## config.mk

```make
export PLATFORM = sky130hd
export DESIGN_NAME = blake2_msg_sched_flat
export DESIGN_NICKNAME = d
export VERILOG_FILES = /design/src/rtl/blake2_msg_sched_if.sv /design/src/rtl/blake2_msg_sched.sv /design/src/flat_wrapper.sv
export SDC_FILE = /design/constraint.sdc
export NUM_CORES = 2
export LEC_CHECK = 0
export ABC_AREA = 1
export CELL_PAD_IN_SITES_DETAIL_PLACEMENT = 0
export CELL_PAD_IN_SITES_GLOBAL_PLACEMENT = 1
export CORE_AREA = 2 2 462 464
export DETAILED_ROUTE_END_ITERATION = 16
export DIE_AREA = 0 0 464 466
export GPL_ROUTABILITY_DRIVEN = 0
export PLACE_DENSITY = 0.61
export SETUP_SLACK_MARGIN = 0.1
export SYNTH_ARGS = -nofsm -noshare
export SYNTH_HDL_FRONTEND = slang
export SYNTH_SLANG_ARGS = --single-unit
```

## constraint.sdc

```tcl
create_clock -name clk_i -period 8.6 [get_ports clk_i]
set_clock_uncertainty 0.1 [all_clocks]
set_input_delay 0.86 -clock clk_i [delete_from_list [all_inputs] [get_ports clk_i]]
set_output_delay 0.86 -clock clk_i [all_outputs]
set_load 0.1 [all_outputs]
```

## src/rtl/blake2_msg_sched_if.sv

```systemverilog
// Bundle of the BLAKE2 message-schedule control and beat stream.
// A beat transfers on every rising edge where out_valid_o and out_ready_i are both 1;
// while out_valid_o=1 and out_ready_i=0 the producer holds every beat field unchanged.
interface blake2_msg_sched_if #(
   parameter int WORD_W = 64,
   parameter int LANES  = 2
);
   logic                      start_i;
   logic [16*WORD_W-1:0]      m_i;
   logic                      out_ready_i;
   logic                      out_valid_o;
   logic [LANES*WORD_W-1:0]   out_words_o;
   logic [LANES*4-1:0]        out_idx_o;
   logic [3:0]                out_round_o;
   logic [3:0]                out_beat_o;
   logic                      out_last_o;
   logic                      busy_o;
   logic                      done_o;

   modport slave (
      input  start_i, m_i, out_ready_i,
      output out_valid_o, out_words_o, out_idx_o, out_round_o, out_beat_o,
             out_last_o, busy_o, done_o
   );

   modport master (
      output start_i, m_i, out_ready_i,
      input  out_valid_o, out_words_o, out_idx_o, out_round_o, out_beat_o,
             out_last_o, busy_o, done_o
   );
endinterface

```

## src/rtl/blake2_msg_sched.sv

```systemverilog
// BLAKE2 message scheduler: captures a 16-word block and streams it permuted by SIGMA,
// LANES words per beat, for ROUNDS rounds. busy_o mirrors the FSM state (RUN).
module blake2_msg_sched #(
   parameter int ROUNDS = 12,
   parameter int WORD_W = 64,
   parameter int LANES  = 2
) (
   input  logic                 clk_i,
   input  logic                 rst_i,
   blake2_msg_sched_if.slave    bus
);
   localparam int         BEATS      = 16 / LANES;
   localparam logic [3:0] LAST_BEAT  = 4'(BEATS - 1);
   localparam logic [3:0] LAST_ROUND = 4'(ROUNDS - 1);

   typedef enum logic {S_IDLE = 1'b0, S_RUN = 1'b1} state_t;

   state_t                   r_state;
   state_t                   w_state_nxt;
   logic [16*WORD_W-1:0]     r_msg;
   logic [3:0]               r_round;
   logic [3:0]               r_beat;
   logic                     r_done;
   logic                     w_valid;
   logic                     w_busy;
   logic                     w_start;
   logic                     w_hs;
   logic                     w_beat_wrap;
   logic                     w_last;
   logic [3:0]               w_row;
   logic [63:0]              w_row_bits;
   logic [3:0]               w_col;
   logic [3:0]               w_sel;
   logic [LANES*4-1:0]       w_idx;
   logic [LANES*WORD_W-1:0]  w_words;

   // Row entries packed as nibbles, column 0 in the least significant nibble.
   function automatic logic [63:0] sigma_row(input logic [3:0] row);
      logic [63:0] v;
      case (row)
         4'd1:    v = 64'h357B20C16DF984AE;
         4'd2:    v = 64'h491763EADF250C8B;
         4'd3:    v = 64'h8F04A562EBCD1397;
         4'd4:    v = 64'hD386CB1EFA427509;
         4'd5:    v = 64'h91EF57D438B0A6C2;
         4'd6:    v = 64'hB8293670A4DEF15C;
         4'd7:    v = 64'hA2684F05931CE7BD;
         4'd8:    v = 64'h5A417D2C803B9EF6;
         4'd9:    v = 64'h0DC3E9BF5167482A;
         default: v = 64'hFEDCBA9876543210;
      endcase
      return v;
   endfunction

   assign w_start     = (r_state == S_IDLE) && bus.start_i;
   assign w_hs        = (r_state == S_RUN) && bus.out_ready_i;
   assign w_beat_wrap = (r_beat == LAST_BEAT);
   assign w_last      = (r_state == S_RUN) && (r_round == LAST_ROUND) && w_beat_wrap;

   always_ff @(posedge clk_i) begin
      if (rst_i) r_state <= S_IDLE;
      else       r_state <= w_state_nxt;
   end

   always_comb begin
      w_state_nxt = r_state;
      case (r_state)
         S_IDLE:  if (bus.start_i) w_state_nxt = S_RUN;
         S_RUN:   if (w_hs && w_last) w_state_nxt = S_IDLE;
         default: w_state_nxt = S_IDLE;
      endcase
   end

   always_comb begin
      w_valid = (r_state == S_RUN);
      w_busy  = (r_state == S_RUN);
   end

   // Counters return to zero on completion so a reset-free restart begins cleanly.
   always_ff @(posedge clk_i) begin
      if (rst_i) begin
         r_msg   <= '0;
         r_round <= '0;
         r_beat  <= '0;
         r_done  <= 1'b0;
      end else begin
         r_done <= w_hs && w_last;
         if (w_start) begin
            r_msg   <= bus.m_i;
            r_round <= '0;
            r_beat  <= '0;
         end else if (w_hs) begin
            if (w_last) begin
               r_round <= '0;
               r_beat  <= '0;
            end else if (w_beat_wrap) begin
               r_beat  <= '0;
               r_round <= r_round + 4'd1;
            end else begin
               r_beat  <= r_beat + 4'd1;
            end
         end
      end
   end

   assign w_row      = (r_round >= 4'd10) ? (r_round - 4'd10) : r_round;
   assign w_row_bits = sigma_row(w_row);

   always_comb begin
      w_idx   = '0;
      w_words = '0;
      w_col   = '0;
      w_sel   = '0;
      for (int k = 0; k < LANES; k++) begin
         w_col = 4'(int'(r_beat) * LANES + k);
         w_sel = w_row_bits[w_col*4 +: 4];
         w_idx[k*4 +: 4]             = w_sel;
         w_words[k*WORD_W +: WORD_W] = r_msg[w_sel*WORD_W +: WORD_W];
      end
      if (r_state == S_IDLE) begin
         w_idx   = '0;
         w_words = '0;
      end
   end

   assign bus.out_valid_o = w_valid;
   assign bus.busy_o      = w_busy;
   assign bus.done_o      = r_done;
   assign bus.out_last_o  = w_last;
   assign bus.out_round_o = w_valid ? r_round : 4'd0;
   assign bus.out_beat_o  = w_valid ? r_beat : 4'd0;
   assign bus.out_idx_o   = w_idx;
   assign bus.out_words_o = w_words;
endmodule

```

## src/flat_wrapper.sv

```systemverilog
// flat-port wrapper written by rule: the top's interface ports become plain ports
module blake2_msg_sched_flat 
#(
   parameter int ROUNDS = 12,
   parameter int WORD_W = 64,
   parameter int LANES  = 2
)
  (clk_i, rst_i, bus_start_i, bus_m_i, bus_out_ready_i, bus_out_valid_o, bus_out_words_o, bus_out_idx_o, bus_out_round_o, bus_out_beat_o, bus_out_last_o, bus_busy_o, bus_done_o);
  blake2_msg_sched_if #(.WORD_W(WORD_W), .LANES(LANES)) bus_i ();
  input  logic clk_i;
  input  logic rst_i;
  input wire logic [$bits(bus_i.start_i)-1:0] bus_start_i;
  input wire logic [$bits(bus_i.m_i)-1:0] bus_m_i;
  input wire logic [$bits(bus_i.out_ready_i)-1:0] bus_out_ready_i;
  output wire logic [$bits(bus_i.out_valid_o)-1:0] bus_out_valid_o;
  output wire logic [$bits(bus_i.out_words_o)-1:0] bus_out_words_o;
  output wire logic [$bits(bus_i.out_idx_o)-1:0] bus_out_idx_o;
  output wire logic [$bits(bus_i.out_round_o)-1:0] bus_out_round_o;
  output wire logic [$bits(bus_i.out_beat_o)-1:0] bus_out_beat_o;
  output wire logic [$bits(bus_i.out_last_o)-1:0] bus_out_last_o;
  output wire logic [$bits(bus_i.busy_o)-1:0] bus_busy_o;
  output wire logic [$bits(bus_i.done_o)-1:0] bus_done_o;
  assign bus_i.start_i = bus_start_i;
  assign bus_i.m_i = bus_m_i;
  assign bus_i.out_ready_i = bus_out_ready_i;
  assign bus_out_valid_o = bus_i.out_valid_o;
  assign bus_out_words_o = bus_i.out_words_o;
  assign bus_out_idx_o = bus_i.out_idx_o;
  assign bus_out_round_o = bus_i.out_round_o;
  assign bus_out_beat_o = bus_i.out_beat_o;
  assign bus_out_last_o = bus_i.out_last_o;
  assign bus_busy_o = bus_i.busy_o;
  assign bus_done_o = bus_i.done_o;
  blake2_msg_sched #(.ROUNDS(ROUNDS), .WORD_W(WORD_W), .LANES(LANES)) u_core (.clk_i(clk_i), .rst_i(rst_i), .bus(bus_i));
endmodule
```

==> impl_metrics.csv <==
group,metric,value,unit
status,outcome,"complete, no violations",
pwr,switchingPower,5430,µW
clock_tree,numCtsBuffers,133,
yosys,yosysTopAreaCell,"dfxtp_1",
pwr,p_seq_share,36.4,%
pwr,p_comb_share,25.0,%
final_layout,layout_common_cells,"nand3_1 (1976), nand2_1 (1861), nor2_1 (1419)",
worst_setup_path,cp-startpoint,"u_core.r_round[0]",
worst_setup_path,cpPeakStageDelay,0.69,ns
yosys,syn_nets,10318,
drt,dr.pass1.iters,8,
clock_tree,clk_pin_slew_worst_paths,0.06,ns
global_route,grt_max_degree,228,
die,start_util,27.3,%
worst_setup_path,timing.rr.end,"u_core.r_msg[623]",
worst_setup_path,crit_fanout,83,
drt,drt_iter0_markers,9930,
pwr,p_per_area,202,nW/µm²
die,die-area,216000,µm²
clock_tree,h-tree-depth,4,
drt,via_per_inst,5.54,
worst_setup_path,crit_arrival,7.15,ns
worst_setup_path,cpMostUsedCell,"nand2_1",
pwr,p_leak,0.0309,µW
clock_tree,root_buffer,"clkbuf_16",
die,fp.dieW,464,µm
worst_setup_path,start_kind,"flip-flop",
yosys,synth_top_area_share,35.9,%
worst_setup_path,crit_chain,"inv_1 > ha_1 > nor2_2 > nand2_2 > nand3_2 > nand2_1 > ha_1 > nor2_2 > nand2_2 > nand2_1 > nor2_1 > o211ai_1 > nand3_4 > nand2_8 > buf_12 > nand2_1 > nand3_1 > nand3_1 > nand2_1 > nand2_1 > nand2_1 > buf_4",
final_layout,fillers,23007,
yosys,synth_edf_count,0,
die,rows,169,
place,numPortBuffers,1175,
clock_tree,postCtsSetupBuffers,0,
global_route,antenna_found_initial,97,
worst_setup_path,cp-end-kind,"primary output",
yosys,yosysWarningCount,0,
final_layout,nNetsFinal,10919,
worst_setup_path,reg2reg_from,"u_core.bus.busy_o",
worst_hold_path,hold_class,"flip-flop to flip-flop",
die,core-area,211000,µm²
sta,hold_ws,0.373,ns
worst_setup_path,crit_path_top_delay_cell,"nand2_8",
sta,fin_crit_sh,94.2,%
yosys,synth-async-reset-ratio,0,%
clock_tree,cts_tree,"yes",
sta,fmax,123,MHz
drt,vias,71090,
global_route,track_usage,35.1,%
drt,drc,0,
sta,setup_viol,0,
yosys,ys_ff_latch,1034,
clock_tree,insertion_delay,0.80,ns
yosys,ys_types,32,
worst_setup_path,endpoint,"bus_out_words_o[47]",
pwr,swShare,35.8,%
global_route,grt_pass1_wl,537000,µm
place,hpwl,296000,µm
sta,rsz0062_at_grt,"false",
global_route,grt_pass1_vias,65414,
yosys,synth.avg_cell_area,6.22,µm²
drt,ant_nets,0,
sta,relSlewSlack,7.68,%
job,maxCapViolations,0,
drt,routed_wl,399000,µm
pwr,p_clk_share,38.6,%
sta,setup_slack,0.495,ns
drt,wl_per_cell,31.0,µm
worst_setup_path,path_class,"flip-flop to primary output",
pwr,vdd_drop_max,0.210,mV
worst_setup_path,rrSetupSlack,5.13,ns
yosys,synth_ff_type,"dfxtp_1",
place,dp_worst_setup_slack,1.35,ns
final_layout,drive_gt1_share,4.97,%
yosys,syn_inst,9271,
sta,hold_viol_final,0,
die,io-pin-count,1176,
clock_tree,cts.sinks,1034,
worst_setup_path,cp.required,7.64,ns
worst_setup_path,r2r_cells,6,
yosys,netlist_area,57600,µm²
die,die_y,466,µm
sta,drv_slew,0,
final_layout,final_core_util,35.5,%
pwr,internal_power,9730,µW
yosys,ys_seq_area_share,35.9,%
clock_tree,clockBufferDepth,3,
global_route,grt_overflow_total,0,
clock_tree,holdBufCountCts,0,
final_layout,areaGrowthSynthToFinish,30.0,%
sta,period_needed,8.11,ns
sta,worstMarginPinSlew,1.38,ns
final_layout,final_common_cell,"nand3_1",
yosys,synth_area_leaders,"dfxtp_1 (36%), nand3_1 (17%), nand2_1 (12%), o21ai_0 (9.6%), nor2_1 (9.3%)",
sta,fin_tns_setup,0,ns
clock_tree,cts_resized,0,
how the worst min path moves through the flow:
stage | from | end | slack, ns | cells past startpoint
2_1_floorplan | u_core.r_msg[660] | u_core.r_msg[660] | 0.34 | 2
3_3_place_gp | u_core.r_msg[553] | u_core.r_msg[553] | 0.35 | 2
3_5_place_dp | u_core.r_msg[889] | u_core.r_msg[889] | 0.36 | 2
4_1_cts | u_core.r_msg[889] | u_core.r_msg[889] | 0.37 | 2
5_1_grt | u_core.r_msg[811] | u_core.r_msg[811] | 0.38 | 2
6_report | u_core.r_msg[889] | u_core.r_msg[889] | 0.37 | 2
layer usage:
layer | GRT usage [%] | wire, µm
met1 | 47.9 | 170000
met2 | 49.3 | 161000
met3 | 10.6 | 44000
met4 | 18.3 | 23000
met5 | 0 | 273
area by class of cell:
cell class                      count  area, µm²  area share, %
Multi-Input combinational cell   7018      31800           42.4
Sequential cell                  1034      20700           27.6
Timing Repair Buffer             1300      12900           17.2
Clock buffer                      186       3850           5.14
Tap cell                         2821       3530           4.71
Inverter                          385       1490           1.98
Clock inverter                     44        559          0.746
Antenna cell                       48        120          0.160
power groups by stage:
stage | clock network [µW] | registers (µW) | logic (µW)
after floorplan | 0 | 5440 | 1980
after global placement | 0 | 5600 | 3690
after detailed placement | 0 | 5600 | 3690
after CTS | 5920 | 5500 | 3710
after global routing | 6100 | 5550 | 3990
final | 5850 | 5520 | 3790
worst max-delay path, delay by kind of cell (launching register included):
kind                     cells  cell delay (ns)
adder cells (fa/ha/maj)      2             0.74
buffers and inverters        3             1.02
flip-flops                   1             0.66
AND/OR/NAND/NOR             16             3.70
AO/OA/AOI/OAI                1             0.14
flip-flops by register name (all words and copies together) (netlist names):
| register | count |
|---|---|
| u_core.bus.busy_o | 1 |
| u_core.bus.done_o | 1 |
| u_core.r_beat | 4 |
| u_core.r_msg | 1024 |
| u_core.r_round | 4 |
logic make-up after synthesis:
logic type,count (synthesis),share of synthesized area (%)
simple gates,5325,39.4
flops,1034,35.9
fa+ha+maj,19,0.413
buf+inv,1220,9.16
compound gates,1673,15.1
cells in the mapped netlist (2+ instances only):
cell type,count
clkinv_1,3
nor3_1,2
dfxtp_1,1034
o21ai_0,1111
nor2_1,1421
inv_2,8
nand4_1,7
nand3b_1,37
nand3_2,3
nand2_2,5
inv_1,374
buf_6,2
nand2_4,2
clkbuf_1,407
ha_1,19
o21ai_1,4
a31oi_1,2
nand2_1,1863
buf_1,16
buf_2,342
o211ai_1,128
nor2_2,5
nand3_1,1978
buf_4,68
a21oi_1,423
metrics by stage:
step / instances / instance area [µm²] / power, µW
after CTS: 12787 / 74800 / 15100
after floorplan: 9271 / 57600 / 7420
final: 12836 / 74900 / 15200
after global routing: 12819 / 74900 / 15600
after global placement: 12557 / 70400 / 9290
after detailed placement: 12557 / 70400 / 9290
Note: power is estimated with default switching activity, not from simulation.
